--- src/rtl/cfu_flex_fifo.sv ---
// Synchronous FIFO with arbitrary depth, optional fall-through when empty,
// almost-full threshold and sticky overflow/underflow flags.
module cfu_flex_fifo #(
  parameter int DATA_WIDTH   = 70,
  parameter int DEPTH        = 4,
  parameter int AF_THRESHOLD = DEPTH - 1,
  parameter int BYPASS       = 0
) (
  input  logic                         clk,
  input  logic                         rst,
  input  logic                         flush,
  input  logic                         push,
  input  logic [DATA_WIDTH-1:0]        data_in,
  input  logic                         pop,
  output logic [DATA_WIDTH-1:0]        data_out,
  output logic                         valid,
  output logic                         full,
  output logic                         almost_full,
  output logic [$clog2(DEPTH+1)-1:0]   count,
  output logic                         overflow_err,
  output logic                         underflow_err
);

  localparam int CW = $clog2(DEPTH + 1);
  localparam int PW = (DEPTH > 1) ? $clog2(DEPTH) : 1;

  logic [DATA_WIDTH-1:0] mem_q [DEPTH];
  logic [PW-1:0]         wr_ptr_q, wr_ptr_d, rd_ptr_q, rd_ptr_d;
  logic [CW-1:0]         count_q, count_d;
  logic                  ovf_q, ovf_d, unf_q, unf_d;
  logic                  empty, is_full, byp_push, byp_thru, push_acc, pop_acc;

  // With DEPTH==1 the compare is against 0, so pointers stay constant 0.
  function automatic logic [PW-1:0] ptr_inc(input logic [PW-1:0] p);
    return (p == PW'(DEPTH - 1)) ? '0 : p + 1'b1;
  endfunction

  always_comb begin
    empty    = (count_q == '0);
    is_full  = (count_q == CW'(DEPTH));
    byp_push = (BYPASS != 0) && push && !rst;
    byp_thru = byp_push && pop && empty;
    push_acc = push && !rst && !flush && (!is_full || pop) && !byp_thru;
    pop_acc  = pop && !rst && !flush && !empty;
  end

  always_comb begin
    wr_ptr_d = wr_ptr_q;
    rd_ptr_d = rd_ptr_q;
    count_d  = count_q;
    ovf_d    = ovf_q;
    unf_d    = unf_q;
    if (flush) begin
      wr_ptr_d = '0;
      rd_ptr_d = '0;
      count_d  = '0;
      ovf_d    = 1'b0;
      unf_d    = 1'b0;
    end else begin
      if (push_acc) wr_ptr_d = ptr_inc(wr_ptr_q);
      if (pop_acc)  rd_ptr_d = ptr_inc(rd_ptr_q);
      count_d = count_q + CW'(push_acc) - CW'(pop_acc);
      ovf_d   = ovf_q | (push && is_full && !pop);
      unf_d   = unf_q | (pop && empty && !byp_push);
    end
  end

  always_ff @(posedge clk or posedge rst) begin
    if (rst) begin
      wr_ptr_q <= '0;
      rd_ptr_q <= '0;
      count_q  <= '0;
      ovf_q    <= 1'b0;
      unf_q    <= 1'b0;
    end else begin
      wr_ptr_q <= wr_ptr_d;
      rd_ptr_q <= rd_ptr_d;
      count_q  <= count_d;
      ovf_q    <= ovf_d;
      unf_q    <= unf_d;
    end
  end

  // Storage is never reset; the output mux below hides it while empty.
  always_ff @(posedge clk) begin
    if (push_acc) mem_q[wr_ptr_q] <= data_in;
  end

  always_comb begin
    valid = !empty || byp_push;
    if (!empty)        data_out = mem_q[rd_ptr_q];
    else if (byp_push) data_out = data_in;
    else               data_out = '0;
  end

  assign full          = is_full;
  assign almost_full   = (count_q >= CW'(AF_THRESHOLD));
  assign count         = count_q;
  assign overflow_err  = ovf_q;
  assign underflow_err = unf_q;

endmodule

--- config.mk ---
export PLATFORM = sky130hd
export DESIGN_NAME = cfu_flex_fifo
export DESIGN_NICKNAME = d
export VERILOG_FILES = /design/src/rtl/cfu_flex_fifo.sv
export SDC_FILE = /design/constraint.sdc
export NUM_CORES = 1
export LEC_CHECK = 0
export ABC_AREA = 1
export CAP_MARGIN = 15
export CELL_PAD_IN_SITES_DETAIL_PLACEMENT = 0
export CELL_PAD_IN_SITES_GLOBAL_PLACEMENT = 2
export CORE_UTILIZATION = 30
export DETAILED_ROUTE_END_ITERATION = 10
export MAX_ROUTING_LAYER = met4
export PLACE_DENSITY_LB_ADDON = 0.1
export SLEW_MARGIN = 20
export SYNTH_ARGS = -nofsm -noshare
export SYNTH_HDL_FRONTEND = slang
export SYNTH_SLANG_ARGS = --single-unit
--- constraint.sdc ---
create_clock -name clk -period 4.2 [get_ports clk]
set_input_delay 1.05 -clock clk [delete_from_list [all_inputs] [get_ports clk]]
set_output_delay 1.05 -clock clk [all_outputs]
set_load 0.02 [all_outputs]
# Word-level counts from Yosys, hierarchy flattened
# Memories as Yosys holds them, arrays and structs flattened.
# Index checks and enable logic that the tools add are counted.
dict set report word_totals {
  output_inout_bits 78
  register_bits 9
  ramBits 280
  n_memories 1
}
# name words width read_ports rd_clocked_by_memory_dff wr line_no
set mem_list {}
lappend mem_list {mem_q 4 70 1 0 1 27} ;# logic [DATA_WIDTH-1:0] mem_q [DEPTH];
dict set report classes {
  mux 12
  magnitude_cmp 1
  n_eq_ne 3
  bitwise_logic 2
  addsub 4
  n_reduce_logical 18
}
# op n
set op_table {}
lappend op_table {{$mux 70} 1}
lappend op_table {{$mux 2} 6}
lappend op_table {{$logic_and 1x1->1} 9}
lappend op_table {{$logic_not 1->1} 5}
lappend op_table {{$add 2x1->2 const B} 2}
lappend op_table {{$eq 2x2->1 const B} 2}
lappend op_table {{$mux 1} 4}
lappend op_table {{$reduce_bool 2->1} 2}
lappend op_table {{$add 3x1->3} 1}
lappend op_table {{$eq 3x3->1 const B} 1}
lappend op_table {{$ge 3x2->1 const B} 1}
lappend op_table {{$logic_not 3->1} 1}
lappend op_table {{$mux 3} 1}
lappend op_table {{$sub 3x1->3} 1}
lappend op_table {{$or 1x1->1} 2}
lappend op_table {{$logic_or 1x1->1} 1}

# Depth between registers and ports, before layout
dict set report depth {
  word_depth 7
  mapped_depth 11
}

# Least setup slack after synthesis
# OpenSTA, ideal clock, no wires.
dict set report synth_timing {
  path_type {input port to flip-flop}
  from {input rst}
  to {memory mem_q[0][0], enable pin}
  cell_stages 5
  n_path_buf 0
  setup_slack_ns -0.909
  arrival_ns 4.611
  setup_ns 0.499
  path_cell_list {inv_1 nand2_1 nor2_1 nand2_1 nor2_1}
}
dict set report synth_between {
  elab_chain_cells 6
}
# element line_no
set synth_lines {}
lappend synth_lines {{from (decl)} 10} ;# input logic rst,
lappend synth_lines {{$logic_not 1->1 (no line)} n/a}
lappend synth_lines {{$logic_and 1x1->1 (3 in series)} 43} ;# push_acc = push && !rst && !flush && (!is_full || pop) && !byp_thru;
lappend synth_lines {{$mux 1} 86} ;# if (push_acc) mem_q[wr_ptr_q] <= data_in;
lappend synth_lines {{$mux 1 (not written as such)} 86}
lappend synth_lines {{to (decl)} 27}
# Every way passes these cells.

# Worst setup path in the final report
dict set report layout_timing {
  from {register rd_ptr_q[1]}
  to {output data_out[29]}
}
dict set report layout_between {
  elab_chain_cells 2
}
# element line_no
set layout_lines {}
lappend layout_lines {{from (decl)} 28} ;# logic [PW-1:0] wr_ptr_q, wr_ptr_d, rd_ptr_q, rd_ptr_d;
lappend layout_lines {{from (signal assigned)} 77} ;# rd_ptr_q <= rd_ptr_d;
lappend layout_lines {{$mem_v2 4x70} n/a}
lappend layout_lines {{$mux 70} 91} ;# if (!empty) data_out = mem_q[rd_ptr_q];
lappend layout_lines {{to (decl)} 15} ;# output logic [DATA_WIDTH-1:0] data_out,
# Every way passes these cells.

==> Implementation_results.wiki <==
{| class="wikitable"
! Metric !! Value
|-
| Placed insts || 1596
|-
| Number of antenna-violating nets in the routed design || 0
|-
| Share of layout cells above drive strength 1 || 6.725%
|-
| Syn Inst Count || 967
|-
| Initial core utilization || 30.76%
|-
| # IOs || 153
|-
| Syn_nets || 1050
|-
| Count of maximum capacitance violations || 0
|-
| Via count of the first global-routing pass || 7163
|-
| Count of state elements after synthesis || 289
|-
| Overall track demand over capacity in global routing || 14.75%
|-
| Data arrival time of the worst path || 2.83 ns
|-
| Non-Filler Instances || 1659
|-
| First-pass GRT wire length || 42300 um
|-
| Post-Synthesis Mean Instance Area || 12.06 um^2
|-
| Final setup violation count || 0
|-
| Pre-antenna DRT Iters || 4
|-
| P per Cell Area || 476.6 nW/um^2
|-
| Hold Crit Class || register to register
|-
| Startpoint of the most critical setup path || rd_ptr_q[1]$_DFFE_PP0P_
|-
| Final worst-path cycle share || 92.40%
|-
| DR vias || 7258
|-
| YS warnings || 0
|-
| Remaining Overflow, GRT || 0
|-
| TritonCTS clock tree || done
|-
| Yosys top cell by area || sky130_fd_sc_hd__edfxtp_1
|-
| Final estimated routing congestion in global placement || 0.7194
|-
| Routed wirelength normalized by instance count || 16.89 um
|-
| CTS Hold Bufs || 0
|-
| Clock root buffer || sky130_fd_sc_hd__clkbuf_16
|-
| Die Area || 39680 um^2
|-
| Largest driver fanout on the critical path || 51
|-
| Dpl hpwl || 14700 um
|-
| Worst-case vdd ir drop || 0.0001984 V
|-
| Final WS setup || 0.3192 ns
|-
| Worst-Margin Slew || 0.7550 ns
|-
| Most repeated cell in the gate-level netlist after synthesis || sky130_fd_sc_hd__nand2_1
|-
| Share of synthesized area occupied by flip-flops and latches || 74.00%
|-
| Clock Tree Buf Depth || 3
|-
| Share of flip-flops with an asynchronous set or reset after synthesis || 3.114%
|-
| Type of destination of the critical path || primary output
|-
| Data required time at the worst endpoint || 3.15 ns
|-
| # rows || 71
|-
| Final sum of negative setup slack || 0 ns
|-
| Source-to-sink clock delay at the later pin of the worst-skew pair || 0.50 ns
|-
| Number of unique standard cell types used by synthesis || 24
|-
| Net count of the finished layout || 1205
|-
| Origin of the critical flop-to-flop path || count[1]$_DFF_PP0_
|-
| Setup crit start kind || register
|-
| Count of buffers added by post-CTS timing repair for setup || 0
|-
| Clock tree skew after final layout || 0.01860 ns
|-
| Most used flip-flop cell after synthesis || sky130_fd_sc_hd__edfxtp_1
|-
| Height of the die || 199.2 um
|-
| Peak clock frequency supported by timing || 257.7 MHz
|-
| Synth-to-layout area growth || 26.60%
|-
| EDFF count, synth || 280
|-
| Post-synthesis cell area || 11670 um^2
|-
| Worst relative slew slack || 49.67%
|-
| TritonCTS Sinks || 289
|-
| Top post-synthesis cells by count || sky130_fd_sc_hd__nand2_1, sky130_fd_sc_hd__edfxtp_1, sky130_fd_sc_hd__nor2_1, sky130_fd_sc_hd__a21oi_1, sky130_fd_sc_hd__o21ai_0
|-
| Hold Vio Cnt, Final || 0
|-
| Maximum number of pins on one net before global-route repair || 144
|-
| Cell types with the largest area share after synthesis || sky130_fd_sc_hd__edfxtp_1, sky130_fd_sc_hd__nand2_1, sky130_fd_sc_hd__nor2_1, sky130_fd_sc_hd__a21oi_1, sky130_fd_sc_hd__dfrtp_1
|-
| Final wirelength || 28030 um
|-
| Initial antenna violation count || 3
|-
| DRC violation total after the first TritonRoute iteration || 289
|-
| CTS H-tree lvls || 2
|-
| Outcome || complete, no violations
|-
| Total design power || 7039 uW
|-
| Worst slack after detailed placement || 0.7712 ns
|-
| Synth top area share || 72.07%
|-
| Post-route minimum period || 3.881 ns
|-
| Worst Hold Slack || 0.5185 ns
|-
| Unrepaired setup endpoints after global routing || false
|-
| Die width || 199.2 um
|-
| Cells resized by post-CTS repair || 0
|-
| Register clock-pin slew on the reported worst setup and hold paths || 0.05 ns
|-
| Remaining DRCs || 0
|-
| Vias per inst || 4.375
|-
| Total CTS buffers || 35
|-
| Port buffer count || 152
|-
| Crit path kind || register to primary output
|-
| Core Box Area || 37930 um^2
|-
| Count of pins over their slew limit || 0
|-
| Start point of the worst hold path || underflow_err$_DFF_PP0_
|-
| Leakage || 0.005340 uW
|}
worst paths after layout:
| path | slack [ns] | endpoint | depth (start not counted) |
|---|---|---|---|
| min in group asynchronous | 0.86 | count[0]$_DFF_PP0_ | 3 |
| worst min-delay path | 0.52 | underflow_err$_DFF_PP0_ | 1 |
| worst min register to register | 0.52 | underflow_err$_DFF_PP0_ | 1 |
| worst max register to register | 1.94 | count[2]$_DFF_PP0_ | 11 |
| worst max-delay path | 0.32 | data_out[29] | 5 |
| max in group asynchronous | 3.18 | rd_ptr_q[0]$_DFFE_PP0P_ | 3 |
critical path: stages, from the launching register on:
cell	delay [ns]
sky130_fd_sc_hd__dfrtp_1	0.42
sky130_fd_sc_hd__inv_4	0.49
sky130_fd_sc_hd__buf_4	0.39
sky130_fd_sc_hd__nand2_1	0.09
sky130_fd_sc_hd__a21oi_1	0.24
sky130_fd_sc_hd__clkdlybuf4s50_1	0.66
report_power, final:
group	internal, uW	switching, uW
combinational	428	683
sequential	3220	17.7
clock	1600	1090
total	5250	1790
layout by cell type, fill, tap and decap left out, types with 8 or more instances in the layout:
cell                              netlist  final
sky130_fd_sc_hd__buf_4                  2     10
sky130_fd_sc_hd__buf_12                 0      9
sky130_fd_sc_hd__o21ai_1               30     30
sky130_fd_sc_hd__clkinv_2               0      8
sky130_fd_sc_hd__a21oi_1               68     68
sky130_fd_sc_hd__dfrtp_1                9      8
sky130_fd_sc_hd__clkbuf_1               9     10
sky130_fd_sc_hd__nor2_1               153    149
sky130_fd_sc_hd__nand3_1                8      8
sky130_fd_sc_hd__o21ai_0               41     41
sky130_fd_sc_hd__inv_1                 16     16
sky130_fd_sc_hd__nand2_1              288    288
sky130_fd_sc_hd__edfxtp_1             280    280
sky130_fd_sc_hd__clkbuf_16              0     37
sky130_fd_sc_hd__clkdlybuf4s50_1        0    152
per-stage QoR:
| stage | instance area [um^2] | utilization, % |
|---|---|---|
| floorplan | 11670 | - |
| global placement | 13730 | 36.20 |
| detailed placement | 13730 | 36.20 |
| CTS | 14760 | 38.92 |
| global route | 14770 | 38.94 |
| finish | 14770 | 38.94 |
flip-flops by register name (all words and copies together), names as in the netlist:
register	flops
count	3
rd_ptr_q	2
mem_q	280
underflow_err	1
wr_ptr_q	2
overflow_err	1
cell type report:
class                           count  area (um^2)
Fill cell                        3679        23160
Sequential cell                   289         8637
Clock buffer                       47        963.4
Inverter                           19        77.57
Clock inverter                     13        66.31
Timing Repair Buffer              171         1777
Tap cell                          511        639.4
Antenna cell                        3        7.507
Multi-Input combinational cell    606         2601
layer usage:
| layer | vias up | part of all wire [%] | track usage [%] | wire [um] |
|---|---|---|---|---|
| li1 | 3623 | - | - | - |
| met1 | 3474 | 46 | 19.16 | 12920 |
| met2 | 128 | 47 | 23.19 | 13220 |
| met3 | 33 | 5.5 | 3.713 | 1542 |
| met4 | 0 | 1.3 | 3.305 | 352 |
| met5 | - | 0 | - | 0 |
kinds of logic after synthesis:
family	share of synthesized area (%)
AND/OR/NAND/NOR	14.79
adder cells (fa/ha/maj)	0.9223
flip-flops	74.00
AO/OA/AOI/OAI	6.253
buffers and inverters	3.958
XOR/XNOR	0.07509
Note: power is estimated with default switching activity, not from simulation.
